File: src/rtl/seg_pkg.sv
// Shared constants for the seven-segment display path: default parameters
// and the hex-to-segment encoding table (bit0 = a ... bit6 = g).
package seg_pkg;

  localparam int DEF_NB_DIGITS   = 4;
  localparam int DEF_SLOT_CYCLES = 1000;
  localparam int DEF_BRIGHT_W    = 4;
  localparam int DEF_COLON_DIGIT = 1;
  localparam int DEF_ACTIVE_LOW  = 0;

  // Entry 15 is leftmost, entry 0 rightmost.
  localparam logic [15:0][6:0] SEG_TABLE = {
    7'h71, 7'h79, 7'h5E, 7'h39, 7'h7C, 7'h77, 7'h6F, 7'h7F,
    7'h07, 7'h7D, 7'h6D, 7'h66, 7'h4F, 7'h5B, 7'h06, 7'h3F
  };

  function automatic logic [6:0] hex_to_seg(input logic [3:0] nib);
    return SEG_TABLE[nib];
  endfunction

endpackage

File: src/rtl/seg_hex_decoder.sv
// Combinational hex nibble to active-high seven-segment pattern.
module seg_hex_decoder
  import seg_pkg::*;
(
  input  logic [3:0] nibble,
  output logic [6:0] segs
);

  assign segs = hex_to_seg(nibble);

endmodule

File: src/rtl/seven_seg_mux.sv
// Time-multiplexed seven-segment driver with frame-synchronous display
// updates, PWM brightness and optional active-low pins.
module seven_seg_mux
  import seg_pkg::*;
#(
  parameter int NB_DIGITS   = DEF_NB_DIGITS,
  parameter int SLOT_CYCLES = DEF_SLOT_CYCLES,
  parameter int BRIGHT_W    = DEF_BRIGHT_W,
  parameter int COLON_DIGIT = DEF_COLON_DIGIT,
  parameter int ACTIVE_LOW  = DEF_ACTIVE_LOW
) (
  input  logic                   clk,
  input  logic                   reset_in,
  input  logic [4*NB_DIGITS-1:0] digits,
  input  logic [NB_DIGITS-1:0]   dots,
  input  logic [NB_DIGITS-1:0]   blank,
  input  logic                   colon,
  input  logic [BRIGHT_W-1:0]    brightness,
  input  logic                   load,
  output logic [6:0]             segments,
  output logic [NB_DIGITS-1:0]   seg_select,
  output logic                   seg_colon,
  output logic                   seg_dot,
  output logic                   frame_start
);

  localparam int   IDX_W = (NB_DIGITS > 1) ? $clog2(NB_DIGITS) : 1;
  localparam int   PRE_W = $clog2(SLOT_CYCLES);
  localparam logic INV   = (ACTIVE_LOW != 0);

  logic [PRE_W-1:0]       presc_reg, presc_next;
  logic [IDX_W-1:0]       index_reg, index_next;
  logic [BRIGHT_W-1:0]    pwm_reg;

  logic [4*NB_DIGITS-1:0] pend_digits_reg, pend_digits_next, act_digits_reg;
  logic [NB_DIGITS-1:0]   pend_dots_reg, pend_dots_next, act_dots_reg;
  logic [NB_DIGITS-1:0]   pend_blank_reg, pend_blank_next, act_blank_reg;
  logic                   pend_colon_reg, pend_colon_next, act_colon_reg;
  logic [BRIGHT_W-1:0]    pend_bright_reg, pend_bright_next, act_bright_reg;

  logic [6:0]             segments_reg;
  logic [NB_DIGITS-1:0]   seg_select_reg;
  logic                   seg_colon_reg, seg_dot_reg, frame_start_reg;

  logic                   slot_end, last_digit, boundary;
  logic                   digit_on, visible;
  logic [NB_DIGITS-1:0]   sel_onehot;
  logic [3:0]             nibble_arr [NB_DIGITS];
  logic [3:0]             cur_nibble;
  logic [6:0]             dec_segs;

  assign slot_end   = (presc_reg == PRE_W'(SLOT_CYCLES - 1));
  assign last_digit = (index_reg == IDX_W'(NB_DIGITS - 1));
  assign boundary   = slot_end && last_digit;

  assign presc_next = slot_end ? '0 : presc_reg + PRE_W'(1);
  assign index_next = !slot_end  ? index_reg :
                      last_digit ? '0 : index_reg + IDX_W'(1);

  // A load on the boundary cycle bypasses pending straight into active.
  assign pend_digits_next = load ? digits     : pend_digits_reg;
  assign pend_dots_next   = load ? dots       : pend_dots_reg;
  assign pend_blank_next  = load ? blank      : pend_blank_reg;
  assign pend_colon_next  = load ? colon      : pend_colon_reg;
  assign pend_bright_next = load ? brightness : pend_bright_reg;

  for (genvar gi = 0; gi < NB_DIGITS; gi++) begin : g_digit
    assign nibble_arr[gi] = act_digits_reg[4*gi +: 4];
    assign sel_onehot[gi] = (index_reg == IDX_W'(gi));
  end

  assign cur_nibble = nibble_arr[index_reg];

  seg_hex_decoder u_dec (
    .nibble (cur_nibble),
    .segs   (dec_segs)
  );

  assign digit_on = (&act_bright_reg) || (pwm_reg < act_bright_reg);
  assign visible  = digit_on && !act_blank_reg[index_reg];

  // Output registers hold pin-level values so inversion costs no extra stage.
  always_ff @(posedge clk or negedge reset_in) begin
    if (!reset_in) begin
      presc_reg       <= '0;
      index_reg       <= '0;
      pwm_reg         <= '0;
      pend_digits_reg <= '0;
      pend_dots_reg   <= '0;
      pend_blank_reg  <= '0;
      pend_colon_reg  <= 1'b0;
      pend_bright_reg <= '0;
      act_digits_reg  <= '0;
      act_dots_reg    <= '0;
      act_blank_reg   <= '0;
      act_colon_reg   <= 1'b0;
      act_bright_reg  <= '0;
      segments_reg    <= {7{INV}};
      seg_select_reg  <= {NB_DIGITS{INV}};
      seg_colon_reg   <= INV;
      seg_dot_reg     <= INV;
      frame_start_reg <= 1'b0;
    end else begin
      presc_reg       <= presc_next;
      index_reg       <= index_next;
      pwm_reg         <= pwm_reg + BRIGHT_W'(1);
      pend_digits_reg <= pend_digits_next;
      pend_dots_reg   <= pend_dots_next;
      pend_blank_reg  <= pend_blank_next;
      pend_colon_reg  <= pend_colon_next;
      pend_bright_reg <= pend_bright_next;
      if (boundary) begin
        act_digits_reg <= pend_digits_next;
        act_dots_reg   <= pend_dots_next;
        act_blank_reg  <= pend_blank_next;
        act_colon_reg  <= pend_colon_next;
        act_bright_reg <= pend_bright_next;
      end
      segments_reg    <= (visible ? dec_segs : 7'd0) ^ {7{INV}};
      seg_select_reg  <= (visible ? sel_onehot : '0) ^ {NB_DIGITS{INV}};
      seg_dot_reg     <= (visible && act_dots_reg[index_reg]) ^ INV;
      seg_colon_reg   <= (visible && act_colon_reg &&
                          (index_reg == IDX_W'(COLON_DIGIT))) ^ INV;
      frame_start_reg <= (presc_reg == '0) && (index_reg == '0);
    end
  end

  assign segments    = segments_reg;
  assign seg_select  = seg_select_reg;
  assign seg_colon   = seg_colon_reg;
  assign seg_dot     = seg_dot_reg;
  assign frame_start = frame_start_reg;

endmodule

File: config.mk
export PLATFORM = sky130hd
export DESIGN_NAME = seven_seg_mux
export DESIGN_NICKNAME = d
export VERILOG_FILES = /design/src/rtl/seg_pkg.sv /design/src/rtl/seg_hex_decoder.sv /design/src/rtl/seven_seg_mux.sv
export SDC_FILE = /design/constraint.sdc
export NUM_CORES = 1
export LEC_CHECK = 0
export ABC_AREA = 1
export BUFFER_PORTS_ARGS = -buffer_cell sky130_fd_sc_hd__buf_2
export CAP_MARGIN = 20
export CORE_AREA = 4 4 90 92
export CTS_BUF_LIST = sky130_fd_sc_hd__clkbuf_8 sky130_fd_sc_hd__clkbuf_16
export CTS_CLUSTER_SIZE = 20
export DETAILED_ROUTE_END_ITERATION = 6
export DIE_AREA = 0 0 94 96
export GPL_TIMING_DRIVEN = 1
export HOLD_SLACK_MARGIN = 0.1
export PLACE_DENSITY_LB_ADDON = 0.2
export REMOVE_ABC_BUFFERS = 1
export SLEW_MARGIN = 20
export SYNTH_ARGS = -nofsm -noshare
export SYNTH_HDL_FRONTEND = slang
export SYNTH_SLANG_ARGS = --single-unit
File: constraint.sdc
create_clock -name clk -period 2 [get_ports clk]
set_input_delay 0.5 -clock clk [delete_from_list [all_inputs] [get_ports clk]]
set_output_delay 0.5 -clock clk [all_outputs]
set_load 0.02 [all_outputs]
== Word-level counts from Yosys, hierarchy flattened ==
Memories as Yosys holds them, arrays and structs flattened.
Index checks and enable logic that the tools add are counted.
Operators by class
  add/sub/neg operators: 3
  $mul: 0
  div/mod/pow operators: 0
  $lt $le $gt $ge: 4
  equality and inequality tests: 4
  shifts and indexed selects: 0
  multiplexer cells: 17
  bitwise logic cells: 1
  reduce and logical (&&, ||, !) cells: 11
Operator list (count)
  4-bit two-way mux: 6
  16-bit two-way mux: 1
  7-bit two-way mux: 2
  10-bit by 1-bit adder with 10-bit output, second input constant: 1
  10-bit equality test, second input constant: 1
  10-bit logical NOT: 1
  10-bit two-way mux: 1
  4-bit binary-select mux with 2-bit select: 1
  1-bit logical AND: 6
  4-bit by 5-bit < comparator with 1-bit output, second input constant: 1
  4-bit by 1-bit adder with 4-bit output, second input constant: 1
  1-bit binary-select mux with 2-bit select: 2
  2-bit equality test, second input constant: 2
  4-bit < comparator: 1
  4-bit AND reduction: 1
  3-bit >= comparator, second input constant: 1
  2-bit by 3-bit < comparator with 1-bit output, second input constant: 1
  1-bit two-way mux: 3
  2-bit inverter with 3-bit output: 1
  2-bit by 1-bit adder with 2-bit output, second input constant: 1
  2-bit by 1-bit equality test with 1-bit output, second input constant: 1
  2-bit logical NOT: 1
  2-bit two-way mux: 1
  1-bit logical NOT: 1
  1-bit logical OR: 1
Word-level totals
  flip-flop bits (word level): 88
  bits in latches: 0
  bits in writable memories: 0
  memory bits (read-only): 112
  input bits: 32
  logic and storage cells: 59
  memories kept: 1
Memories
  (no name shown): depth 16, bits a word 7, rd ports 1, clocked after memory_dff 0, write ports 0, line seg_pkg.sv:18  | return SEG_TABLE[nib];

== Logic depth before layout (Yosys ltp) ==
Gate-level depths: netlist (run 1).
  depth after elaboration: 7
  gate-level depth with buffers: 12
  mapped depth without buffers: 11

== Hierarchy ==
Synthesis (run 1) repeated with hierarchy kept, for this count alone.
Second synthesis, totals
  cell total of the unflattened synthesis: 419
  area, all modules: 4093.9 µm²
By module, submodules not included
  seven_seg_mux: times used 1, cells each 366, area an instance 3786.1 µm², seq. area each 2202.1 µm²
  seg_hex_decoder: times used 1, cells each 53, area an instance 307.8 µm², seq. area each 0.0 µm²

== Least setup slack after synthesis (run 1) ==
OpenSTA, ideal clock, no wires.
  kind: reg-to-reg
  start point: register index_reg[0]
  end point: register segments_reg[0] (netlist: segments[0])
  data arrival time: 1.640 ns
  required time: 1.928 ns
  slack: 0.288 ns
  cell stages (with the launch flop): 13
  path buffers: 2
  clock period less this slack: 1.712 ns
  cells stage by stage: dfrtp_1 -> buf_4 -> buf_2 -> nand2_1 -> nand3_1 -> nand2_1 -> inv_1 -> ha_1 -> inv_1 -> nand3_1 -> nand3_1 -> nand2_1 -> nor2_1
On the way
  cells in the longest elaborated chain, start to end: 7
Ends and longest elaborated chain
  start: declaration: line seven_seg_mux.sv:32  | logic [IDX_W-1:0] index_reg, index_next;
  start signal: assignment: line seven_seg_mux.sv:105  | index_reg <= index_next;
  2-bit inverter with 3-bit output (not written as such): line seven_seg_mux.sv:72  | assign cur_nibble = nibble_arr[index_reg];
  4-bit binary-select mux with 2-bit select: line seven_seg_mux.sv:72
  4-bit two-way mux (not written as such) (2 in series): line seven_seg_mux.sv:72
  memory 16 x 7 bit
  7-bit two-way mux (not written as such): line seg_pkg.sv:18
  7-bit two-way mux (*): line seven_seg_mux.sv:119  | segments_reg <= (visible ? dec_segs : 7'd0) ^ {7{INV}};
  end signal: assignment: line seven_seg_mux.sv:98  | segments_reg <= {7{INV}};
  end signal: assignment: line seven_seg_mux.sv:119
  end: declaration: line seven_seg_mux.sv:41  | logic [6:0] segments_reg;
Every way passes the cells marked *; elsewhere a longest branch is shown, timed or not. The select of a mux whose other input is x is not followed.
A chain may end at the register's enable or synchronous reset.

== Final worst setup path (run 1) ==
  start point: register index_reg[1]
  end point: register segments_reg[0] (netlist: segments[0])
The elaborated chain is that of the path after synthesis.

==> summary.txt, run 1 <==
Status
  • Status: complete, no violations

Clocking
  • Post-CTS Hold Buffers: 0
  • Setup repair bufs after CTS: 0
  • CTS tree: built
  • Clock-pin slew on the worst setup and hold paths: roughly 0.080 ns
  • Num Clock Sinks: 88
  • CTS resizes: 0
  • H-tree Lvls: 3
  • CTS Buffer Depth: 2
  • Clock Tree Root: clkbuf_8
  • TritonCTS buffer count: 9
  • Clk_lat worst skew: 0.35 ns

Floorplan
  • Die Ht: 96 microns
  • FP Rows: 31
  • Core Footprint: 7214 sq um
  • Die Wd: 94 microns
  • I/O pins: 46
  • Die ar.: 9024 sq um
  • Initial Util: between 50 and 60%

Routing
  • WL/cell: 12.73 microns
  • DRC viols: 0
  • Vias per cell: 5.050
  • Drt first pass iters: 4
  • DR iter-0 viols: 176
  • Via Count: 3010
  • Final Routed Wirelength: between 7000 and 8000 microns
  • Antenna Nets Post-Route: 0

Worst setup path
  • Critical Path Sink Type: flop
  • CP bufs+invs: 3
  • Crit-path max FO: 11
  • Slowest cell on crit path: dfrtp_1
  • Setup crit start kind: flop
  • FF-to-FF Start: index_reg[1]$_DFFE_PN0N_
  • Most used cell, CP: nand3_1
  • CP required: roughly 2.3 ns
  • CP delay by family, top: simple AND/OR/NAND/NOR gates
  • Crit-path cells: inv_2 > nand3_1 > nand2_1 > inv_1 > ha_1 > inv_1 > nand3_1 > nand3_1 > nand2_1 > nor2_1
  • Worst R2R End: segments[0]$_DFF_PN0_
  • Slowest Stage Delay on Critical Path: approximately 0.41 ns
  • Arr. time, crit path: 2.03 ns
  • R2R Setup Slk: 0.26 ns
  • Setup Crit Path Kind: flop to flop
  • Cells on worst reg2reg path: 10

Power and ir drop
  • Tot Pwr: 0.003254 W
  • Peak supply drop: 0.4536 mV
  • Power density cells: 695.4 nW/um^2
  • Lkg Pwr: ~2.5 nW

Place
  • HPWL after DPL: 5626 microns
  • GPL Wtd Cong: 0.8611
  • Pre-CTS WS: around 0.25 ns
  • I/O Buffers: 45

Finish
  • Diode count: 0
  • Layout Nets: 540
  • Layout cells sized above 1: between 20% and 30%
  • Filler cells: 622
  • Layout area overhead: 13.61%

STA
  • Worst-Margin Slew: 0.5014 ns
  • Final setup margin: 0.2603 ns
  • Hold violation count in the final report: 0
  • Final Slew Violations: 0
  • Crit path time final: between 1.5 and 2 ns
  • Tcrit/Tclk final: 86.99%
  • Worst Skew: between 0.007 and 0.008 ns
  • Hold slack: 0.1129 ns
  • Final setup vio count: 0
  • Fmax: approximately 570 MHz
  • Worst relative slew slack: 66.57%
  • RSZ-0062 raised after global routing: no

Global routing
  • Vias in the first global route: 2966
  • Largest net degree at the start of global routing: 40
  • GRT Overall Usage: 18.77%
  • First-pass GRT wire length: 13330 microns
  • Initial antenna violation count: 0
  • Total grt overflow: 0

Synthesis
  • Distinct cells, synth: 27
  • Yosys warns: 0
  • Synthesized area per cell: 9.361 sq um
  • Post-Syn Area: 4119 sq um
  • Seq/Total Area, Yosys: 53.46%
  • Post-Synthesis Cells: between 400 and 500
  • Number of synthesized register bits: 88

Worst hold path
  • Worst Hold Class: input pin to async pin

Job
  • MaxCap Viol Count: 0
==> stage by stage <==
step	cell area, sq um	utilization [%]	TNS, ns	instances
5_1_grt	4679	64.86	0	596
3_5_place_dp	4471	61.97	0	580
3_3_place_gp	4471	61.97	0	580
2_1_floorplan	4004	-	-12.62	424
6_report	4679	64.86	0	596
4_1_cts	4678	64.85	0	596
==> synth_stat cells <==
library cell    n  share of area [%]
ha_1           16                4.9
inv_4           1               0.15
nand3_1        63                7.7
nand4_1         2               0.30
nor2_1         33                3.0
nor3_4          2               0.79
nor4_2          1               0.30
nand3b_1        1               0.18
xnor2_1         1               0.21
a21oi_1         9                1.1
o21ai_1         1               0.12
dfrtp_1        88                 53
a31oi_1         1               0.15
nand2_1       120                 11
o21ai_0         8               0.97
inv_1          34                3.1
nor3_1          4               0.49
nand2_2         2               0.30
inv_2           4               0.36
nand3_2         1               0.24
buf_2           5               0.61
buf_4           3               0.55
buf_6           5                1.4
clkbuf_1        3               0.27
nor4_1          1               0.15
xor2_1          2               0.43
mux2_2         29                7.9
==> layer usage <==
| metal | share of wire [%] | wire length (microns) | global-route usage, % | vias up |
|---|---|---|---|---|
| li1 | - | - | - | 1531 |
| met1 | 46 | 3464 | 25.09 | 1402 |
| met2 | 49 | 3691 | 30.46 | 68 |
| met3 | 4.0 | 305 | 3.284 | 9 |
| met4 | 1.7 | 127 | 7.822 | 0 |
| met5 | 0 | 0 | 0 | - |
==> worst register-to-register path, stage by stage, from the launching register on <==
cell and delay [ns]:
dfrtp_1 0.41, inv_2 0.17, nand3_1 0.10, nand2_1 0.22, inv_1 0.12, ha_1 0.25, inv_1 0.08, nand3_1 0.10
nand3_1 0.11, nand2_1 0.06, nor2_1 0.08
==> layout make-up <==
cell class / instances / area, sq um / share of cell area, %
clock buffers: 11 / 151.4 / 3.235
clock inverters: 5 / 56.30 / 1.203
well taps: 99 / 123.9 / 2.647
repair buffers: 57 / 342.8 / 7.326
multi-input cells: 297 / 1653 / 35.32
flip-flops and latches: 88 / 2203 / 47.09
inverters: 39 / 148.9 / 3.182
==> cell usage in the layout (no fill, tap or decap), types with 2 or more instances in the layout <==
| cell | count |
|---|---|
| nand2_1 | 120 |
| dfrtp_1 | 87 |
| nand3_1 | 63 |
| buf_2 | 44 |
| inv_1 | 35 |
| nor2_1 | 33 |
| mux2_2 | 29 |
| ha_1 | 16 |
| clkbuf_8 | 11 |
| buf_4 | 11 |
| a21oi_1 | 9 |
| o21ai_0 | 8 |
| inv_2 | 4 |
| nor3_1 | 4 |
| nand4_1 | 2 |
| nand2_2 | 2 |
| nor3_4 | 2 |
| xor2_1 | 2 |
| clkinv_4 | 2 |
| buf_12 | 2 |
==> cells by family (layout without fill, tap and decap cells) <==
kind of cell    Yosys count  after routing  share of synthesized area [%]
mux                      29             29                          7.928
simple gates            230            230                          24.36
flops                    88             88                          53.46
fa+ha+maj                16             16                          4.860
xor+xnor                  3              3                         0.6380
buf+inv                  55            112                          6.409
compound gates           19             19                          2.339
==> power by group <==
| group | total [W] | switching [W] | internal [W] | leakage [nW] |
|---|---|---|---|---|
| combinational | 0.000167 | 0.0000832 | 0.0000840 | 1.36 |
| clock | 0.00124 | 0.000595 | 0.000643 | 0.111 |
| sequential | 0.00185 | 0.0000136 | 0.00183 | 0.992 |
==> worst max path at each step <==
stage                              from                             to  slack (ns)  cells after the start
2_1_floorplan  index_reg[0]$_DFFE_PN0N_   act_blank_reg[0]$_DFFE_PN0P_       -0.44                      4
3_3_place_gp   index_reg[0]$_DFFE_PN0N_  act_digits_reg[7]$_DFFE_PN0P_        0.33                      6
3_5_place_dp   index_reg[0]$_DFFE_PN0N_          segments[3]$_DFF_PN0_        0.25                     11
4_1_cts        index_reg[0]$_DFFE_PN0N_          segments[3]$_DFF_PN0_        0.22                     11
5_1_grt        index_reg[1]$_DFFE_PN0N_          segments[0]$_DFF_PN0_        0.04                     10
6_report       index_reg[1]$_DFFE_PN0N_          segments[0]$_DFF_PN0_        0.26                     10
Note: power is estimated with default switching activity, not from simulation.
==> run 2: changes to the inputs <==
--- a/config.mk
+++ b/config.mk
@@ -6,13 +6,15 @@
 export NUM_CORES = 1
 export LEC_CHECK = 0
 export ABC_AREA = 1
-export BUFFER_PORTS_ARGS = -buffer_cell sky130_fd_sc_hd__buf_2
+export BUFFER_PORTS_ARGS = -buffer_cell sky130_fd_sc_hd__clkbuf_2
 export CAP_MARGIN = 20
-export CORE_AREA = 4 4 90 92
+export CELL_PAD_IN_SITES_DETAIL_PLACEMENT = 1
+export CELL_PAD_IN_SITES_GLOBAL_PLACEMENT = 1
+export CORE_AREA = 4 4 101 103
 export CTS_BUF_LIST = sky130_fd_sc_hd__clkbuf_8 sky130_fd_sc_hd__clkbuf_16
 export CTS_CLUSTER_SIZE = 20
 export DETAILED_ROUTE_END_ITERATION = 6
-export DIE_AREA = 0 0 94 96
+export DIE_AREA = 0 0 105 107
 export GPL_TIMING_DRIVEN = 1
 export HOLD_SLACK_MARGIN = 0.1
 export PLACE_DENSITY_LB_ADDON = 0.2
==> summary.txt, run 2 (same netlist as run 1, synthesis figures left out) <==
Status
  • Status: complete, no violations

Worst setup path
  • Arr. time, crit path: ~2.1 ns
  • R2R Setup Slk: approximately 0.20 ns
  • FF-to-FF Start: index_reg[0]$_DFFE_PN0N_
  • Critical Path Sink: segments[0]$_DFF_PN0_
  • Slowest cell on crit path: dfrtp_1
  • Setup Crit Path Kind: flop to flop
  • Cells on worst reg2reg path: 11
  • Slowest Stage Delay on Critical Path: 0.48 ns
  • Crit-path cells: inv_4 > nand2_1 > nand3_1 > nand2_1 > inv_1 > ha_1 > inv_1 > nand3_1 > nand3_1 > nand2_1 > nor2_1
  • Critical Path Sink Type: flop
  • Crit path from: index_reg[0]$_DFFE_PN0N_
  • Crit-path max FO: 10
  • Setup crit start kind: flop
  • Worst R2R End: segments[0]$_DFF_PN0_
  • CP required: around 2.3 ns

Floorplan
  • Die Wd: 105 microns
  • FP Rows: 35
  • Core Footprint: 9196 sq um
  • Initial Util: between 40% and 50%
  • I/O pins: 46
  • Die Ht: 107 microns
  • Die ar.: 11240 sq um

Routing
  • DR iter-0 viols: 67
  • WL/cell: 15.13 microns
  • Antenna Nets Post-Route: 0
  • DRC viols: 0
  • Final Routed Wirelength: 9230 microns
  • Via Count: a little over 3000
  • Vias per cell: between 5 and 6
  • Drt first pass iters: 6

Global routing
  • Vias in the first global route: ~3300
  • Largest net degree at the start of global routing: 37
  • Total grt overflow: 0
  • GRT Overall Usage: 17.64%
  • Initial antenna violation count: 0
  • First-pass GRT wire length: about 16000 microns

Place
  • DP Area: 4493 sq um
  • GPL Wtd Cong: 0.8439
  • HPWL after DPL: 6739 microns
  • I/O Buffers: 45
  • Placed cells: 593

Clocking
  • CTS Buffer Depth: 2
  • Setup repair bufs after CTS: 0
  • Post-CTS Hold Buffers: 1
  • CTS resizes: 0
  • Clock-pin slew on the worst setup and hold paths: 0.09 ns
  • Clk_lat worst skew: 0.36 ns
  • Clock Tree Root: clkbuf_8
  • Num Clock Sinks: 88
  • TritonCTS buffer count: 9
  • CTS tree: built
  • H-tree Lvls: 3

STA
  • Worst Skew: 0.01056 ns
  • Crit path time final: ~1.8 ns
  • Sum Neg Setup Slack: 0 ns
  • Tcrit/Tclk final: between 80% and 90%
  • Hold violation count in the final report: 0
  • Final Slew Violations: 0
  • Final setup vio count: 0
  • Worst relative slew slack: 77.38%
  • Fmax: between 500 and 600 MHz
  • Worst-Margin Slew: roughly 0.34 ns
  • RSZ-0062 raised after global routing: no

Finish
  • Most frequent cells in the layout: nand2_1, dfrtp_1, nand3_1
  • Most common cell after layout, fill and taps aside: nand2_1
  • Layout Nets: 542
  • Diode count: 0
  • Final std cells w/o fill: 610
  • Filler cells: 1103
  • Post-layout util: about half
  • Layout area overhead: 14.58%
  • Layout cells sized above 1: 22.85%
  • Final non-filler cell area: between 4000 and 5000 sq um

Power and ir drop
  • Power density cells: 707.7 nW/um^2
  • Lkg Pwr: 2.467 nW
  • Tot Pwr: between 0.003 and 0.004 W
  • Peak supply drop: 0.3432 mV

Job
  • MaxCap Viol Count: 0

Worst hold path
  • Worst Hold Class: input pin to flop
==> run 2: cell types whose count changed in the layout (fill, tap and decap cells not counted) <==
cell / before / now
dfrtp_2: 1 / 0
clkbuf_2: 0 / 44
buf_4: 11 / 12
clkinv_4: 2 / 1
clkinvlp_4: 0 / 1
dlygate4sd3_1: 0 / 1
buf_2: 44 / 0
clkbuf_8: 11 / 12
inv_1: 35 / 34
dfrtp_1: 87 / 88
==> run 2: how the worst min path moves through the flow <==
stage | start | endpoint | slack, ns | cells after the start
floorplan | reset_in | act_blank_reg[0]$_DFFE_PN0P_ | 0.20 | 0
detailed placement | reset_in | pwm_reg[2]$_DFF_PN0_ | 0.35 | 1
global route | digits[9] | pend_digits_reg[9]$_DFF_PN0_ | 0.37 | 2
CTS | digits[9] | pend_digits_reg[9]$_DFF_PN0_ | 0.38 | 2
global placement | reset_in | pwm_reg[2]$_DFF_PN0_ | 0.35 | 1
finish | digits[9] | pend_digits_reg[9]$_DFF_PN0_ | 0.39 | 2
==> run 2: layout make-up <==
class                   instances  area (sq um)  area share (%)
clock buffers                  12         165.2           3.499
well taps                     111         138.9           2.943
clock inverters                 4         51.30           1.087
repair buffers                 59         360.3           7.635
multi-input cells             297          1653           35.02
inverters                      39         148.9           3.155
flip-flops and latches         88          2202           46.66
==> run 2: layer usage <==
metal | GRT usage (%) | up-vias | routed length, microns
li1 | - | 1520 | -
met3 | 3.432 | 11 | 239
met5 | 0 | - | 0
met2 | 29.88 | 35 | 4632
met4 | 5.530 | 0 | 121
met1 | 22.88 | 1523 | 4237
==> run 2: power by group <==
group / internal [W] / total (W) / switching, W
Clock: 0.000680 / 0.00132 / 0.000636
Combinational: 0.0000869 / 0.000173 / 0.0000865
Sequential: 0.00183 / 0.00185 / 0.0000149
Total: 0.00260 / 0.00334 / 0.000738
==> run 2: worst max-delay path, delay by kind of cell, from the launching register on <==
kind | cells | cell delay [ns]
AND/OR/NAND/NOR | 7 | 0.74
adder cells (fa/ha/maj) | 1 | 0.24
buffers and inverters | 3 | 0.28
flip-flops | 1 | 0.48
==> run 2: stage by stage <==
| step | setup slack, ns | hold slack, ns |
|---|---|---|
| 2_1_floorplan | -0.4353 | 0.2044 |
| 6_report | 0.2026 | 0.3869 |
| 5_1_grt | 0.01578 | 0.3708 |
| 4_1_cts | 0.1907 | 0.3757 |
| 3_3_place_gp | 0.3715 | 0.3502 |
| 3_5_place_dp | 0.2236 | 0.3499 |
==> run 3: changes to the inputs <==
--- a/config.mk
+++ b/config.mk
@@ -5,16 +5,15 @@
 export SDC_FILE = /design/constraint.sdc
 export NUM_CORES = 1
 export LEC_CHECK = 0
-export ABC_AREA = 1
 export BUFFER_PORTS_ARGS = -buffer_cell sky130_fd_sc_hd__clkbuf_2
 export CAP_MARGIN = 20
 export CELL_PAD_IN_SITES_DETAIL_PLACEMENT = 1
 export CELL_PAD_IN_SITES_GLOBAL_PLACEMENT = 1
-export CORE_AREA = 4 4 101 103
+export CORE_AREA = 4 4 96 98
 export CTS_BUF_LIST = sky130_fd_sc_hd__clkbuf_8 sky130_fd_sc_hd__clkbuf_16
 export CTS_CLUSTER_SIZE = 20
 export DETAILED_ROUTE_END_ITERATION = 6
-export DIE_AREA = 0 0 105 107
+export DIE_AREA = 0 0 100 102
 export GPL_TIMING_DRIVEN = 1
 export HOLD_SLACK_MARGIN = 0.1
 export PLACE_DENSITY_LB_ADDON = 0.2
==> summary.txt, run 3 <==
Status
  • Status: complete, no violations

Routing
  • Final Routed Wirelength: between 7000 and 8000 microns
  • Vias per cell: 5.240
  • Antenna Nets Post-Route: 0
  • Via Count: 2400
  • DRC viols: 0
  • WL/cell: 17.10 microns
  • DR iter-0 viols: 46
  • Drt first pass iters: 4

Finish
  • Most frequent cells in the layout: dfrtp_1, mux2_2, clkbuf_2
  • Most common cell after layout, fill and taps aside: dfrtp_1
  • Diode count: 0
  • Final non-filler cell area: between 4000 and 5000 sq um
  • Layout Nets: 393
  • Layout area overhead: 17.46%
  • Layout cells sized above 1: a little over two fifths

Worst setup path
  • Crit-path max FO: 8
  • FF-to-FF Start: index_reg[1]$_DFFE_PN0N_
  • Setup crit start kind: flop
  • CP delay by family, top: flip-flops
  • Arr. time, crit path: roughly 2.1 ns
  • CP required: 2.25 ns
  • Critical Path Sink Type: flop
  • Slowest Stage Delay on Critical Path: 0.49 ns
  • Setup Crit Path Kind: flop to flop
  • CP bufs+invs: 1
  • Crit-path cells: mux2i_1 > mux2_2 > buf_4 > ha_1 > nand2_1 > o21ai_0 > o211a_1
  • Slowest cell on crit path: dfrtp_2
  • Crit path from: index_reg[1]$_DFFE_PN0N_

Power and ir drop
  • Lkg Pwr: between 2 and 2.5 nW
  • Power density cells: 787.8 nW/um^2
  • Peak supply drop: 0.4285 mV

Place
  • HPWL after DPL: 5320 microns
  • I/O Buffers: 45
  • Pre-CTS WS: 0.04381 ns
  • DP Area: 4374 sq um
  • GPL Wtd Cong: 0.8726

Synthesis
  • Post-synthesis mux area share: 23.47%
  • Post-Synthesis Cells: 284
  • Share of the synthesized area in the top cell type: between 50% and 60%
  • Synthesized area per cell: 13.93 sq um
  • Post-Syn Area: 3955 sq um
  • Post-synth top cells: dfrtp_1, mux2_2, ha_1
  • Synth top area cells: dfrtp_1, mux2_2, ha_1
  • Most numerous cell in the Yosys netlist: dfrtp_1
  • Number of enable flip-flop cells after synthesis: 0
  • Synth Flop Type: dfrtp_1
  • Seq/Total Area, Yosys: 55.68%
  • Post-Synth Simple-Gate Area: 6.580%
  • Async set or reset register ratio after synthesis: 100.0%
  • Post-Synth Adder-Cell Area: under 10%
  • Number of synthesized register bits: approximately 90
  • Cell taking the most area after synthesis: dfrtp_1
  • Compound-cell area share of the yosys netlist: 4.334%
  • Distinct cells, synth: 41
  • Largest family of logic cells by synthesized area: multiplexers
  • Post-Synth XOR/XNOR Area: 1.550%
  • Yosys warns: 0

STA
  • Final setup margin: 0.1376 ns
  • Final setup vio count: 0
  • Hold violation count in the final report: 0
  • Worst Skew: 0.01296 ns
  • Crit path time final: ~1.9 ns
  • Worst relative slew slack: about four fifths
  • Tcrit/Tclk final: 93.12%
  • Worst-Margin Slew: 0.2701 ns
  • Fmax: 536.9 MHz
  • Hold slack: slightly below 0.4 ns
  • Final Slew Violations: 0

Clocking
  • Clock Tree Root: clkbuf_8
  • H-tree Lvls: 3
  • Num Clock Sinks: 88
  • TritonCTS buffer count: 9
  • Clock-pin slew on the worst setup and hold paths: about 0.090 ns
  • CTS Buffer Depth: 2
  • Clk_lat worst skew: roughly 0.36 ns
  • CTS tree: built

Global routing
  • Vias in the first global route: 2681
  • First-pass GRT wire length: between 10000 and 15000 microns
  • Largest net degree at the start of global routing: 53
  • GRT Overall Usage: 17.04%
  • Total grt overflow: 0
  • Initial antenna violation count: 0

Floorplan
  • Die Ht: 102 microns
  • Die Wd: 100 microns
  • Die ar.: 10200 sq um
  • Initial Util: 46.72%
  • Core Footprint: 8466 sq um
  • I/O pins: 46
  • FP Rows: 34

Worst hold path
  • Worst Hold Class: input pin to flop
  • Min-Delay Startpoint: brightness[0]

Job
  • MaxCap Viol Count: 0
-- run 3: changes by cell type after synthesis, sizes merged, moves of 5 or more --
cell and delta:
nand2 -109, nand3 -57, mux2 +35, inv -27, nor2 -22, mux2i +9
and2 +6, a21oi -5, nor3 -5
-- run 3: cell families after synthesis --
logic type,after synthesis
buffers and inverters,25
xor gates and xnor gates,7
muxes,76
DFF,88
AOI/OAI and AO/OA,23
adders and majority gates,16
and+or+nand+nor,49
-- run 3: per-layer routing --
layer / vias up / GRT usage (%) / wire length (microns)
met5: - / 0 / 0
met4: 0 / 7.150 / 168
met3: 15 / 3.140 / 298
met2: 46 / 28.73 / 3887
met1: 1228 / 21.77 / 3476
li1: 1111 / - / -
-- run 3: cell type report --
type,instances,area [sq um]
clock buffers,10,137.6
flip-flops and latches,88,2203
multi-input cells,171,1634
repair buffers,63,406.6
clock inverters,6,83.83
well taps,108,135.1
fillers,876,3820
inverters,12,45.04
-- run 3: path summary, 6_finish.rpt --
| path | to | cells after the start | slack (ns) |
|---|---|---|---|
| min in group asynchronous | pend_bright_reg[2]$_DFF_PN0_ | 2 | 0.53 |
| worst min-delay path | pend_bright_reg[0]$_DFF_PN0_ | 2 | 0.39 |
| worst min register to register | pwm_reg[0]$_DFF_PN0_ | 1 | 0.48 |
| worst max register to register | segments[3]$_DFF_PN0_ | 7 | 0.14 |
| max in group asynchronous | segments[5]$_DFF_PN0_ | 3 | 0.91 |
| worst max-delay path | segments[3]$_DFF_PN0_ | 7 | 0.14 |
-- run 3: where the power goes --
group          internal (W)  leakage [nW]  switching [W]  total (W)
clock network      0.000734         0.115       0.000638    0.00137
logic              0.000181          1.06       0.000185   0.000366
registers           0.00188          1.10      0.0000377    0.00192
-- run 3: timing repair --
action,in CTS,in global routing
hold buffers,1,0
hold endpoints to repair,14,0
endpoints found under the setup margin,0,6
resized for setup,0,5
setup buffers,0,3
-- run 3: per-stage QoR --
step / total power [W] / utilization [%] / cells / setup TNS (ns)
floorplan: 0.002152 / - / 271 / -14.07
global placement: 0.002309 / 51.67 / 438 / 0
detailed placement: 0.002327 / 51.67 / 438 / 0
CTS: 0.003696 / 54.40 / 455 / 0
global route: 0.003837 / 54.88 / 458 / -0.01707
finish: 0.003660 / 54.88 / 458 / 0
